$ cat src/rtl/readout_arbiter.sv
// readout_arbiter: round-robin merge of three readout sources into one downstream stream with flip-spin ack handling
module readout_arbiter #(
  parameter int ACK_TIMEOUT = 63
) (
  input  logic        clk,
  input  logic        rst,
  input  logic [31:0] in_local,
  input  logic [31:0] in_left,
  input  logic [31:0] in_right,
  output logic [2:0]  grant,
  output logic [31:0] out_data,
  output logic        out_valid,
  input  logic        out_ready,
  input  logic        flip_ack,
  output logic [15:0] sent_cnt,
  output logic        err_timeout
);
  typedef enum logic [1:0] {IDLE, SEND, WAIT_ACK} state_t;
  state_t state, state_n;
  logic [1:0] ptr, sel;
  logic [7:0] ack_cnt;
  logic [2:0] req, rot;
  logic [2:0][31:0] words;
  logic [31:0] sel_word;
  logic [2:0] sum;
  logic ack_done, timeout;
  assign words = {in_right, in_left, in_local};
  assign req = {in_right[31:29] != 3'd5, in_left[31:29] != 3'd5, in_local[31:29] != 3'd5};
  // rot[k] is the request of port (ptr + k) mod 3, so the search starts at ptr
  assign rot = ptr == 2'd0 ? req : ptr == 2'd1 ? {req[0], req[2:1]} : {req[1:0], req[2]};
  assign sum = {1'b0, ptr} + (rot[0] ? 3'd0 : rot[1] ? 3'd1 : 3'd2);
  assign sel = sum >= 3'd3 ? 2'(sum - 3'd3) : sum[1:0];
  assign sel_word = words[sel];
  assign grant = (state == IDLE && |req) ? 3'b001 << sel : 3'b000;
  assign out_valid = state == SEND;
  assign timeout = ack_cnt == 8'(ACK_TIMEOUT - 1);
  assign ack_done = flip_ack || timeout;
  always_comb begin
    state_n = state;
    case (state)
      IDLE:     state_n = (|req && sel_word[31:29] != 3'd0) ? SEND : IDLE;
      SEND:     state_n = out_ready ? (out_data[31:29] == 3'd6 ? WAIT_ACK : IDLE) : SEND;
      WAIT_ACK: state_n = ack_done ? IDLE : WAIT_ACK;
      default:  state_n = IDLE;
    endcase
  end
  always_ff @(posedge clk) begin
    if (rst) begin
      state       <= IDLE;
      ptr         <= 2'd0;
      out_data    <= 32'd0;
      sent_cnt    <= 16'd0;
      err_timeout <= 1'b0;
      ack_cnt     <= 8'd0;
    end else begin
      state   <= state_n;
      ack_cnt <= (state == WAIT_ACK && !ack_done) ? ack_cnt + 8'd1 : 8'd0;
      if (|grant) ptr <= sel == 2'd2 ? 2'd0 : sel + 2'd1;
      if (|grant && sel_word[31:29] != 3'd0) out_data <= sel_word;
      if (state == SEND && out_ready) sent_cnt <= sent_cnt + 16'd1;
      if (state == WAIT_ACK && !flip_ack && timeout) err_timeout <= 1'b1;
    end
  end
endmodule
$ cat config.mk
export PLATFORM = sky130hd
export DESIGN_NAME = readout_arbiter
export DESIGN_NICKNAME = d
export VERILOG_FILES = /design/src/rtl/readout_arbiter.sv
export SDC_FILE = /design/constraint.sdc
export NUM_CORES = 1
export LEC_CHECK = 0
export CORE_MARGIN = 1.5
export CORE_UTILIZATION = 41
export DETAILED_ROUTE_END_ITERATION = 10
export PLACE_DENSITY = 0.82
export SYNTH_ARGS = -nofsm -noshare
export SYNTH_HDL_FRONTEND = slang
export SYNTH_SLANG_ARGS = --single-unit
$ cat constraint.sdc
create_clock -name clk -period 4.8 [get_ports clk]
set_clock_uncertainty 0.1 [all_clocks]
set_input_delay 0.48 -clock clk [delete_from_list [all_inputs] [get_ports clk]]
set_output_delay 0.48 -clock clk [all_outputs]
set_load 0.05 [all_outputs]
==> impl_metrics.json, run 1 <==
{
  "clk_path_buf_depth": 2,
  "dieArea_sq_um": 8040,
  "dr.pass1.iters": 6,
  "place.gp.congestion": 0.834,
  "synthSimpleGateAreaFrac_pct": 21.4,
  "htreeDepth": 3,
  "cap_violations": 0,
  "tightest_slew_ns": 1.09,
  "p_switching_mw": 1.49,
  "route.final.wire_length_um": 9840,
  "clock_latency_ns": 0.34,
  "hold_path.class": "register to register",
  "synthDistinctLibCells": 40,
  "crit_buf_inv": 4,
  "finalHoldViolCount": 0,
  "yosysWarnings": 0,
  "clk_pin_slew_ns": 0.06,
  "initial_utilization_pct": 42.5,
  "arrival_ns": 4.48,
  "antenna_found_initial": 0,
  "wire_per_inst_um": 16.6,
  "syn_area_per_cell_sq_um": 8.98,
  "power_density_nw_per_um2": 650,
  "required_ns": 4.92,
  "critical_path_class": "primary input to register",
  "antenna_cells": 0,
  "die_h_um": 89.7,
  "rows": 31,
  "area_growth_pct": 60.9,
  "grt_pass1_wl_um": 14800,
  "synth_compound_area_share_pct": 25.6,
  "hold_depth": 2,
  "numCtsBuffers": 9,
  "synth_seq_cells": 61,
  "finalPower_mw": 3.22,
  "synthAdderAreaFrac_pct": 2.68,
  "synthMuxAreaShare_pct": 0.975,
  "cts_tree": "done",
  "drt_first_iter_violations": 244,
  "drv_slew": 0,
  "hold_path.startpoint": "err_timeout",
  "cp_top_family": "adder cells",
  "postRouteAntennaNets": 0,
  "swShare_pct": 46.3,
  "synth_top_family_by_area": "compound AO/OA/AOI/OAI gates",
  "synthCells": 343,
  "reg2reg_from": "ptr[0]",
  "drive_above_1_share_pct": 7.89,
  "final.setup.tns_ns": 0,
  "portBuffers": 152,
  "r2r_cells": 15,
  "hold_buffers": 0,
  "status": "finished, final reports clean",
  "rsz0062_at_grt": "false",
  "overflow": 0,
  "ys_seq_area_share_pct": 39.7,
  "grt_pass1_vias": 3126,
  "synthArstFlopShare_pct": 0,
  "cp-end-kind": "register",
  "synth-xor-area-share_pct": 5.12,
  "vias": 3432,
  "path_depth": 17,
  "p_leak_nw": 1.80,
  "crit_start": "in_left[30]",
  "fmax_mhz": 229,
  "start_kind": "primary input",
  "cp_max_fo": 24,
  "netlist_area_sq_um": 3080,
  "finalNetCount": 595,
  "intPower_mw": 1.73,
  "seqPwrFrac_pct": 20.9,
  "cts_root_buffer": "clkbuf_8",
  "ioPinCount": 153,
  "vias_per_cell": 5.79,
  "pwr-share-comb_pct": 62.2,
  "dp_hpwl_um": 7310,
  "clock_power_share_pct": 16.9,
  "setup_viol": 0,
  "die_w_um": 89.7,
  "period_share_pct": 90.8,
  "min_period_ns": 4.36,
  "postCtsSetupBuffers": 0,
  "crit_chain": "clkdlybuf4s50_1, and3b_1, nor3_1, a31oi_1, a21oi_1, ha_1, inv_1, fa_1, inv_1, ha_1, nand2b_1, o211a_1, a222oi_1, nor3b_2, nand2_1, buf_4, a32o_1",
  "synth_edf_count": 0,
  "cp_slowest_stage_delay_ns": 0.57,
  "drc_errors": 0,
  "grt_max_degree": 32,
  "synth_nets": 449,
  "ir_drop_uv": 355,
  "crit_slowest_cell": "fa_1",
  "max-slew-margin-rel_pct": 27.3,
  "clock-sinks": 61,
  "core_area_sq_um": 7250,
  "grt_usage_pct": 24.3,
  "synth_flop_cell": "dfxtp_1",
  "cts.repair.resized": 0
}
-- worst register-to-register path, delay by kind of cell, from the launching register on --
kind	cells	cell delay, ns
DFF	1	0.37
AOI/OAI and AO/OA	5	1.02
adders and majority gates	3	1.05
and+or+nand+nor	4	0.91
buffers and inverters	3	0.38
-- per-layer routing --
layer / wire (um) / track usage [%] / share of wire, %
met1: 3950 / 30.1 / 40
met2: 5020 / 40.2 / 51
met3: 643 / 5.39 / 6.5
met4: 227 / 11.3 / 2.3
met5: 0 / 0 / 0
-- state kept, by name, indices dropped and copies added, names as in the netlist --
register / count
ptr: 2
ack_cnt: 8
state: 2
sent_cnt: 16
out_data: 32
err_timeout: 1
-- cells in the final DEF, fill, tap and decap left out, types with 2 or more instances in the layout --
cell | synthesis | layout
inv_1 | 6 | 6
nand4_1 | 3 | 3
xnor2_1 | 4 | 4
buf_4 | 0 | 15
nand2b_1 | 5 | 5
clkdlybuf4s50_1 | 0 | 149
nor2_1 | 38 | 38
nand3b_1 | 3 | 3
o21ai_1 | 3 | 3
a32o_1 | 29 | 29
a222oi_1 | 31 | 31
or3_1 | 3 | 3
nor2b_1 | 2 | 2
o21ai_0 | 2 | 2
bufinv_16 | 0 | 2
ha_1 | 5 | 5
nor3_1 | 34 | 34
nand2_1 | 13 | 13
a31oi_1 | 2 | 2
clkbuf_8 | 0 | 13
nand3_1 | 11 | 11
xor2_1 | 14 | 14
and3_1 | 6 | 6
and3b_1 | 3 | 3
and2_1 | 4 | 4
a21oi_1 | 15 | 15
mux2i_1 | 3 | 2
dfxtp_1 | 61 | 61
-- power groups by stage --
stage | combinational [mW] | sequential [mW] | clock, mW
finish | 2.00 | 0.673 | 0.544
detailed placement | 1.98 | 0.681 | 0
global placement | 1.95 | 0.680 | 0
CTS | 1.99 | 0.672 | 0.551
floorplan | 1.12 | 0.932 | 0
global route | 2.13 | 0.684 | 0.575
-- worst paths after layout --
path	endpoint	slack, ns
max	out_data[20]	0.44
min	err_timeout	0.37
max reg2reg	out_data[20]	0.84
min reg2reg	err_timeout	0.37
-- cells by family after synthesis --
group,Yosys count
compound gates,90
xor+xnor,18
fa+ha+maj,6
buf+inv,36
flops,61
mux,3
simple gates,129
-- synthesized netlist by cell type, types with 2 or more instances --
| cell type | instances | share of area [%] |
|---|---|---|
| a21oi_1 | 15 | 2.4 |
| a222oi_1 | 31 | 10 |
| a31oi_1 | 2 | 0.41 |
| a32o_1 | 29 | 9.4 |
| and2_1 | 4 | 0.81 |
| and3_1 | 6 | 1.2 |
| and3b_1 | 3 | 0.85 |
| buf_2 | 5 | 0.81 |
| clkbuf_1 | 24 | 2.9 |
| dfxtp_1 | 61 | 40 |
| ha_1 | 5 | 2.0 |
| inv_1 | 6 | 0.73 |
| mux2i_1 | 3 | 0.98 |
| nand2_1 | 13 | 1.6 |
| nand2b_1 | 5 | 1.0 |
| nand3_1 | 11 | 1.8 |
| nand3b_1 | 3 | 0.73 |
| nand4_1 | 3 | 0.61 |
| nor2_1 | 38 | 4.6 |
| nor2b_1 | 2 | 0.41 |
| nor3_1 | 34 | 5.5 |
| o21ai_0 | 2 | 0.33 |
| o21ai_1 | 3 | 0.49 |
| or3_1 | 3 | 0.61 |
| xnor2_1 | 4 | 1.1 |
| xor2_1 | 14 | 4.0 |
-- layout make-up --
| class | instances | area [sq um] |
|---|---|---|
| Clock buffer | 13 | 179 |
| Clock inverter | 3 | 65.1 |
| Fill cell | 575 | 2300 |
| Inverter | 7 | 26.3 |
| Multi-Input combinational cell | 246 | 1730 |
| Sequential cell | 61 | 1220 |
| Tap cell | 99 | 124 |
| Timing Repair Buffer | 164 | 1600 |
-- through the flow --
| step | setup WS, ns | instance area [sq um] | hold slack (ns) | std cells | util (%) |
|---|---|---|---|---|---|
| floorplan | 0.673 | 3080 | 0.353 | 343 | - |
| global placement | 0.299 | 4710 | 0.353 | 577 | 64.9 |
| detailed placement | 0.128 | 4710 | 0.359 | 577 | 64.9 |
| CTS | 0.464 | 4950 | 0.375 | 593 | 68.3 |
| global route | 0.143 | 4950 | 0.424 | 593 | 68.3 |
| finish | 0.440 | 4950 | 0.372 | 593 | 68.3 |
No activity file was read; power rests on OpenSTA's default activity.
==> run 2, diff against run 1 <==
--- a/config.mk
+++ b/config.mk
@@ -5,7 +5,7 @@
 export SDC_FILE = /design/constraint.sdc
 export NUM_CORES = 1
 export LEC_CHECK = 0
-export CORE_MARGIN = 1.5
+export CAP_MARGIN = 20
 export CORE_UTILIZATION = 41
 export DETAILED_ROUTE_END_ITERATION = 10
 export PLACE_DENSITY = 0.82
==> impl_metrics.json, run 2 (same netlist as run 1, synthesis figures left out) <==
{
  "status": "finished, final reports clean",
  "cts_tree": "done",
  "final_common_cell": "clkdlybuf4s50_1",
  "clock-sinks": 61,
  "rows": 31,
  "swShare_pct": 47.3,
  "overflow": 0,
  "grt_pass1_vias": 3173,
  "grt_max_degree": 34,
  "placedInstanceArea_sq_um": 4690,
  "area_growth_pct": 59.1,
  "final.setup.tns_ns": 0,
  "die_w_um": 88.7,
  "wire_per_inst_um": 16.2,
  "reg2reg_from": "ptr[0]",
  "setup_viol": 0,
  "drive_above_1_share_pct": 7.14,
  "start_kind": "primary input",
  "tightest_slew_ns": 1.03,
  "core_area_sq_um": 7250,
  "finalNetCount": 592,
  "regMostFlops": "out_data",
  "layout.cells.non_filler": 589,
  "hold_path.startpoint": "err_timeout",
  "antenna_cells": 0,
  "hold_path_end": "err_timeout",
  "cp_max_fo": 29,
  "cp-end-kind": "register",
  "final_cell_mix": "clkdlybuf4s50_1, dfxtp_1, nor2_1",
  "grt_usage_pct": 24.6,
  "hold_buffers": 0,
  "die_h_um": 88.7,
  "portBuffers": 152,
  "rsz0062_at_grt": "false",
  "worstReg2RegEnd": "out_data[6]",
  "clock_latency_ns": 0.33,
  "critical_path_class": "primary input to register",
  "finalHoldViolCount": 0,
  "postRouteAntennaNets": 0,
  "fmax_mhz": 226,
  "place.gp.congestion": 0.854,
  "initial_utilization_pct": 42.5,
  "route.final.wire_length_um": 9530,
  "cts.repair.resized": 0,
  "max-slew-margin-rel_pct": 30.9,
  "seqPwrFrac_pct": 21.4,
  "vias_per_cell": 5.75,
  "power_density_nw_per_um2": 643,
  "filler_cell_count": 582,
  "htreeDepth": 3,
  "required_ns": 4.96,
  "period_share_pct": 92.2,
  "r2r_cells": 15,
  "worst-r2r-setup-slack_ns": 0.91,
  "grt_pass1_wl_um": 14900,
  "design_area_sq_um": 4900,
  "timing.final.ws_setup_ns": 0.376,
  "p_leak_nw": 1.78,
  "numCtsBuffers": 9,
  "pwr-share-comb_pct": 62.9,
  "reg_top3": "out_data (32), sent_cnt (16), ack_cnt (8)",
  "p_switching_mw": 1.49,
  "cts_root_buffer": "clkbuf_8",
  "drt_first_iter_violations": 260,
  "post-place-cells": 574,
  "vias": 3388,
  "ioPinCount": 153,
  "antenna_found_initial": 0,
  "clk_path_buf_depth": 2,
  "cap_violations": 0,
  "ir_drop_uv": 433,
  "drv_slew": 0,
  "postCtsSetupBuffers": 0,
  "dr.pass1.iters": 7,
  "place_ws_ns": 0.0874,
  "min_period_ns": 4.42,
  "arrival_ns": 4.59,
  "clk_pin_slew_ns": 0.06,
  "hold_path.class": "register to register",
  "clock_power_share_pct": 15.7,
  "dp_hpwl_um": 6980,
  "hold_depth": 2,
  "intPower_mw": 1.66,
  "drc_errors": 0,
  "largest_reg_flops": 32,
  "dieArea_sq_um": 7860
}
-- run 2: cell count changes in the layout (fill, tap and decap cells not counted), sizes merged --
cell,before,now
clkinv,1,3
clkbuf,13,10
buf,15,12
-- run 2: how the worst max path moves through the flow --
stage	depth (start not counted)	startpoint	slack, ns	to
3_5_place_dp	17	in_local[30]	0.09	out_data[6]
3_3_place_gp	17	in_local[30]	0.26	out_data[13]
6_report	17	in_local[31]	0.38	out_data[6]
5_1_grt	17	in_local[30]	0.10	out_data[0]
4_1_cts	17	in_local[30]	0.42	out_data[6]
2_1_floorplan	13	in_local[30]	0.67	grant[2]
-- run 2: power groups by stage --
stage | combinational, mW | clock, mW | sequential (mW)
after floorplan | 1.12 | 0 | 0.932
after global placement | 1.92 | 0 | 0.677
after detailed placement | 1.97 | 0 | 0.680
after CTS | 1.97 | 0.504 | 0.671
after global routing | 2.12 | 0.532 | 0.682
final | 1.98 | 0.495 | 0.673
-- run 2: worst max-delay path, cell delays in order --
cell	delay (ns)
clkdlybuf4s50_1	0.49
nand3b_1	0.22
nor3_1	0.26
a31oi_1	0.07
a21oi_1	0.17
ha_1	0.16
inv_1	0.04
fa_1	0.57
inv_1	0.07
ha_1	0.32
nand2b_1	0.23
o211a_1	0.18
a222oi_1	0.33
nor3b_2	0.29
a21o_1	0.18
buf_4	0.31
a32o_1	0.23
-- run 2: area by class of cell --
cell class	instances	area, sq um	area share (%)
tap	99	124	2.53
multi-input combinational	246	1730	35.4
inverter	7	26.3	0.536
timing repair buffer	161	1580	32.3
sequential	61	1220	24.9
clock inverter	5	75.1	1.53
clock buffer	10	138	2.81
-- run 2: metal layers --
layer,routed length [um],track usage (%),up-vias,part of all wire [%]
li1,-,-,1614,-
met1,3970,30.6,1613,42
met2,4820,41.1,141,51
met3,534,4.76,20,5.6
met4,209,11.3,0,2.2
met5,0,0,-,0
-- run 2: stage by stage --
stage / power (mW) / utilization, % / hold WS, ns
final: 3.15 / 67.6 / 0.378
after global routing: 3.33 / 67.6 / 0.404
after CTS: 3.15 / 67.6 / 0.375
after detailed placement: 2.65 / 64.6 / 0.357
after global placement: 2.60 / 64.6 / 0.354
after floorplan: 2.06 / - / 0.353
